### config.mk
export PLATFORM = sky130hd
export DESIGN_NAME = mix_columns_engine
export DESIGN_NICKNAME = d
export VERILOG_FILES = /design/src/rtl/mix_columns_engine.sv
export SDC_FILE = /design/constraint.sdc
export NUM_CORES = 1
export LEC_CHECK = 0
export BUFFER_PORTS_ARGS = -buffer_cell sky130_fd_sc_hd__buf_2
export CORE_MARGIN = 2
export CORE_UTILIZATION = 39
export DETAILED_ROUTE_END_ITERATION = 12
export GPL_TIMING_DRIVEN = 0
export PLACE_DENSITY = 0.6
export SLEW_MARGIN = 10
export SYNTH_ARGS = -nofsm -noshare
export SYNTH_HDL_FRONTEND = slang
export SYNTH_SLANG_ARGS = --single-unit
### constraint.sdc
create_clock -name clk -period 11.3 [get_ports clk]
set_input_delay 1.695 -clock clk [delete_from_list [all_inputs] [get_ports clk]]
set_output_delay 1.695 -clock clk [all_outputs]
set_load 0.01 [all_outputs]
### src/rtl/mix_columns_engine.sv
// mix_columns_engine: iterative AES MixColumns / InvMixColumns on a 128-bit state.
// COLS_PER_CYCLE columns (1, 2 or 4) are transformed per clock, column 0 (MSBs) first.
// One block in flight, valid/ready on both sides, synchronous active-high reset.
// Optional feature: define MIXCOL_BYPASS_EN to add in_bypass, which passes the
// captured state through unchanged (AES final round) with identical timing.
module mix_columns_engine #(
   parameter int COLS_PER_CYCLE = 1
) (
   input  logic         clk,
   input  logic         reset,
   input  logic         in_valid,
   output logic         in_ready,
   input  logic [127:0] in_data,
   input  logic         in_inv,
`ifdef MIXCOL_BYPASS_EN
   input  logic         in_bypass,
`endif
   output logic         out_valid,
   input  logic         out_ready,
   output logic [127:0] out_data
);

   localparam int         BEATS     = 4 / COLS_PER_CYCLE;
   localparam logic [1:0] LAST_BEAT = 2'(BEATS - 1);

   generate
      if (!(COLS_PER_CYCLE == 1 || COLS_PER_CYCLE == 2 || COLS_PER_CYCLE == 4)) begin : g_bad_cols
         $error("mix_columns_engine: COLS_PER_CYCLE must be 1, 2 or 4");
      end
   endgenerate

   typedef enum logic [1:0] {IDLE, BUSY, DONE} state_t;

   state_t      state;
   logic [1:0]  beat;
   logic        mode;
   logic [127:0] data_q;
   logic [31:0] col_res [COLS_PER_CYCLE];
`ifdef MIXCOL_BYPASS_EN
   logic        bypass;
`endif

   function automatic logic [7:0] xtime(input logic [7:0] x);
      return {x[6:0], 1'b0} ^ (x[7] ? 8'h1b : 8'h00);
   endfunction

   // One column through the forward or inverse matrix; the inverse multipliers
   // are built from the x2/x4/x8 chain so no generic multiplier is needed.
   function automatic logic [31:0] mix_column(input logic [31:0] col, input logic inv);
      logic [7:0] a [4];
      logic [7:0] m2 [4];
      logic [7:0] m3 [4];
      logic [7:0] m4 [4];
      logic [7:0] m8 [4];
      logic [7:0] m9 [4];
      logic [7:0] mb [4];
      logic [7:0] md [4];
      logic [7:0] me [4];
      logic [31:0] res;
      for (int r = 0; r < 4; r++) begin
         a[r]  = col[31-8*r -: 8];
         m2[r] = xtime(a[r]);
         m4[r] = xtime(m2[r]);
         m8[r] = xtime(m4[r]);
         m3[r] = m2[r] ^ a[r];
         m9[r] = m8[r] ^ a[r];
         mb[r] = m8[r] ^ m2[r] ^ a[r];
         md[r] = m8[r] ^ m4[r] ^ a[r];
         me[r] = m8[r] ^ m4[r] ^ m2[r];
      end
      if (inv) begin
         res[31:24] = me[0] ^ mb[1] ^ md[2] ^ m9[3];
         res[23:16] = m9[0] ^ me[1] ^ mb[2] ^ md[3];
         res[15:8]  = md[0] ^ m9[1] ^ me[2] ^ mb[3];
         res[7:0]   = mb[0] ^ md[1] ^ m9[2] ^ me[3];
      end else begin
         res[31:24] = m2[0] ^ m3[1] ^ a[2]  ^ a[3];
         res[23:16] = a[0]  ^ m2[1] ^ m3[2] ^ a[3];
         res[15:8]  = a[0]  ^ a[1]  ^ m2[2] ^ m3[3];
         res[7:0]   = m3[0] ^ a[1]  ^ a[2]  ^ m2[3];
      end
      return res;
   endfunction

   // Transform the columns selected by the current beat.
   always_comb begin
      // NOTE: every element gets a value on every pass, so no latch is inferred.
      for (int j = 0; j < COLS_PER_CYCLE; j++) begin
         col_res[j] = '0;
      end
      for (int j = 0; j < COLS_PER_CYCLE; j++) begin
`ifdef MIXCOL_BYPASS_EN
         col_res[j] = bypass ? data_q[127-32*(int'(beat)*COLS_PER_CYCLE+j) -: 32]
                             : mix_column(data_q[127-32*(int'(beat)*COLS_PER_CYCLE+j) -: 32], mode);
`else
         col_res[j] = mix_column(data_q[127-32*(int'(beat)*COLS_PER_CYCLE+j) -: 32], mode);
`endif
      end
   end

   // Capture the block at accept; contents are never observed before capture.
   always_ff @(posedge clk) begin
      // NOTE: data_q carries no reset: it is always written before it is read.
      if (state == IDLE && in_valid) begin
         data_q <= in_data;
      end
   end

   // Control FSM with registered handshake outputs and the result register.
   always_ff @(posedge clk) begin
      if (reset) begin
         state     <= IDLE;
         in_ready  <= 1'b1;
         out_valid <= 1'b0;
         out_data  <= '0;
         beat      <= '0;
         mode      <= 1'b0;
`ifdef MIXCOL_BYPASS_EN
         bypass    <= 1'b0;
`endif
      end else begin
         case (state)
            IDLE: begin
               if (in_valid) begin
                  mode     <= in_inv;
`ifdef MIXCOL_BYPASS_EN
                  bypass   <= in_bypass;
`endif
                  beat     <= '0;
                  in_ready <= 1'b0;
                  state    <= BUSY;
               end
            end
            BUSY: begin
               for (int j = 0; j < COLS_PER_CYCLE; j++) begin
                  out_data[127-32*(int'(beat)*COLS_PER_CYCLE+j) -: 32] <= col_res[j];
               end
               if (beat == LAST_BEAT) begin
                  out_valid <= 1'b1;
                  state     <= DONE;
               end else begin
                  beat <= beat + 2'd1;
               end
            end
            DONE: begin
               if (out_ready) begin
                  out_valid <= 1'b0;
                  in_ready  <= 1'b1;
                  state     <= IDLE;
               end
            end
            default: begin
               state <= IDLE;
            end
         endcase
      end
   end

endmodule
==> flow_summary.ini <==
[status]
status = completed

[setup_path]
worst-setup-path-type = flip-flop to flip-flop
cp_top_family = XOR/XNOR gates
critPathBufInv = 3
worstReg2RegEnd = out_data[73]
rrSetupSlack_ns = 7.17
crit_top_cell = buf_2
r2r_cells = 11
cp.arrival_ns = 4.61
slowest_delay_ns = 0.70
critical_path_required_ns = 11.78
cp_slowest_cell = xnor2_1
crit_chain = buf_2 -> buf_2 -> buf_2 -> mux4_2 -> xor2_1 -> xnor3_2 -> xnor3_1 -> a21oi_1 -> xnor2_1 -> a22oi_1 -> nor2_1
cp-start-kind = flip-flop
cp.depth = 11
crit_start = beat[1]
worst-path-max-fanout = 10
cp-end-kind = flip-flop
endpoint = out_data[73]
reg2reg_from = beat[1]

[floorplanning]
die_area_mm2 = 0.03146
fp.dieH_um = 177.4
die_w_um = 177.4
start_util = 0.3955
rows = 63
core_mm2 = 0.02964
ioPinCount = 263

[synthesis]
syn-cell-area_mm2 = 0.01172
ys_types = 38
ys_ff_latch = 263
ys_async_sr_fraction = 0
avgSynthCellArea_um2 = 13.44
seq_area_frac_synth = 0.5585
synth_edf_count = 128
synth_top_area_share = 0.3279
synth_nets = 1009
ys.flop_type = dfxtp_1
yosysMostFrequentCell = xnor2_1
synth_commonest_cells = xnor2_1, dfxtp_1, edfxtp_1
syn_inst = 872
synth_largest_area_cell = edfxtp_1
yosys_warnings = 0
yosys-top-cells-area = edfxtp_1, dfxtp_1, xnor2_1, mux4_2, a22o_1

[placed_design]
gp_congestion = 0.8211
io_buffers = 262
place_area_mm2 = 0.01362
dpl.hpwl_um = 23210

[layout]
multiInputGateArea_mm2 = 0.004902
antenna_cells = 0
stdcell_area_mm2 = 0.01452
nFillCells = 2688
area_growth_pct = 23.88
layout-drive-gt1-share = 0.3235
layout.nets = 1306
seqCellArea_mm2 = 0.006546

[detailed_routing]
wl_per_cell_um = 19.11
drt_iter0_markers = 508
avgViaCountPerCell = 4.919
drt-total-wl_um = 30140
vias = 7757
ant_nets = 0
firstDrtPassIters = 5
route.detailed.drc = 0

[hold_path]
hold_path.class = flip-flop to flip-flop
min_delay_path_depth = 2

[power_and_ir_drop]
comb_power_share = 0.324
p_switching_uw = 904.7
p_int_mw = 2.002
peakVddDrop_mv = 0.1684
p_clk_frac = 0.306
p_leak_nw = 5.777
power_density_mw_per_mm2 = 200.2
swShare = 0.3113
p_seq_frac = 0.370

[sta]
slew_violations = 0
slew_headroom = 0.3456
fin_tns_setup_ns = 0
setup_violations = 0
timing.final.crit_share = 0.3657
hold_violations = 0
rsz0062_at_grt = no
finClkSkew_ns = 0.009719
fmaxAchievable_mhz = 242.0
worst_pin_slew_ns = 0.9782
min_period_ns = 4.133

[cts]
cts.clk_slew.worst_paths_ns = 0.06
cts_buffers = 29
hold_buffers = 0
insertion_delay_ns = 0.54
cts_tree = yes
h-tree-depth = 1
cts_resized = 0
cts-root-buf = clkbuf_16
cts_buffer_depth = 3
clkSinkCount = 263
post_cts_buffers = 0

[global_routing]
track_usage = 0.1913
grt_pass1_wl_um = 45800
globalRouteOverflowTotal = 0
antenna_found_initial = 0
grt_pass1_vias = 7822
grt_max_degree = 34

[flow_run]
cap_violations = 0
per-stage QoR:
stage | setup slack (ns) | utilization | total power, mW | hold WS [ns] | cells
finish | 7.167 | 0.4899 | 2.907 | 0.4524 | 1577
global route | 6.895 | 0.4899 | 3.045 | 0.4815 | 1577
CTS | 7.063 | 0.4899 | 2.938 | 0.4548 | 1577
detailed placement | 7.078 | 0.4594 | 2.041 | 0.4407 | 1528
global placement | 1.169 | 0.4562 | 2.038 | 0.4304 | 1524
floorplan | 3.543 | - | 1.789 | 0.4761 | 872
worst min-delay path: cells and delay by family (launching register included):
kind | cells | cell delay, ns
flip-flops | 1 | 0.32
AO/OA/AOI/OAI | 1 | 0.06
AND/OR/NAND/NOR | 1 | 0.04
final cells by class:
cell class / instances / share of cell area
Clock buffer: 37 / 0.05549
Sequential cell: 263 / 0.4508
Buffer: 55 / 0.01879
Inverter: 2 / 0.0005170
Timing Repair Buffer: 266 / 0.09634
Tap cell: 390 / 0.03361
Clock inverter: 12 / 0.006807
Multi-Input combinational cell: 552 / 0.3376
cells by family (layout without fill, tap and decap cells):
family / after synthesis / after routing / share of synthesized area
mux: 40 / 40 / 0.06939
fa+ha+maj: 4 / 4 / 0.004270
compound gates: 156 / 156 / 0.09725
buf+inv: 57 / 372 / 0.02391
flops: 263 / 263 / 0.5585
simple gates: 129 / 129 / 0.04686
xor+xnor: 223 / 223 / 0.1998
registers in the layout, summed over array words and instances (netlist names):
signal,count
data_q,128
out_valid,1
state,2
in_ready,1
out_data,128
mode,1
beat,2
power by group through the flow:
stage	Sequential (mW)	Combinational (mW)	Clock [mW]
after floorplan	1.11	0.683	0
after global placement	1.10	0.935	0
after detailed placement	1.10	0.945	0
after CTS	1.08	0.948	0.914
after global routing	1.08	1.02	0.950
final	1.08	0.941	0.890
cell usage in the layout, fill, tap and decap left out, types with 5 or more instances in the layout:
cell type,Yosys,final
a21oi_1,22,22
a22o_1,57,57
a22oi_1,54,54
buf_2,11,273
buf_4,6,6
clkbuf_1,31,34
clkbuf_16,0,29
clkbuf_8,0,5
dfxtp_1,135,135
edfxtp_1,128,128
mux4_2,30,30
nand2_1,37,37
nand2b_1,11,11
nor2_1,70,69
o21ai_0,18,18
xnor2_1,157,157
xnor2_2,8,8
xnor3_1,13,13
xor2_1,35,35
layer usage:
metal | vias to the layer above | GRT usage | routed length [µm]
li1 | 3731 | - | -
met2 | 265 | 0.3046 | 13700
met4 | 0 | 0.05055 | 781
met3 | 48 | 0.04156 | 2132
met5 | - | 0 | 0
met1 | 3713 | 0.2651 | 13520
worst min-delay path by stage:
stage          slack [ns]    startpoint            to
3_3_place_gp         0.43  out_data[36]  out_data[36]
2_1_floorplan        0.48  out_data[26]  out_data[26]
6_report             0.45  out_data[36]  out_data[36]
4_1_cts              0.45  out_data[27]  out_data[27]
5_1_grt              0.48  out_data[27]  out_data[27]
3_5_place_dp         0.44  out_data[27]  out_data[27]
(Power assumes the default switching activity.)
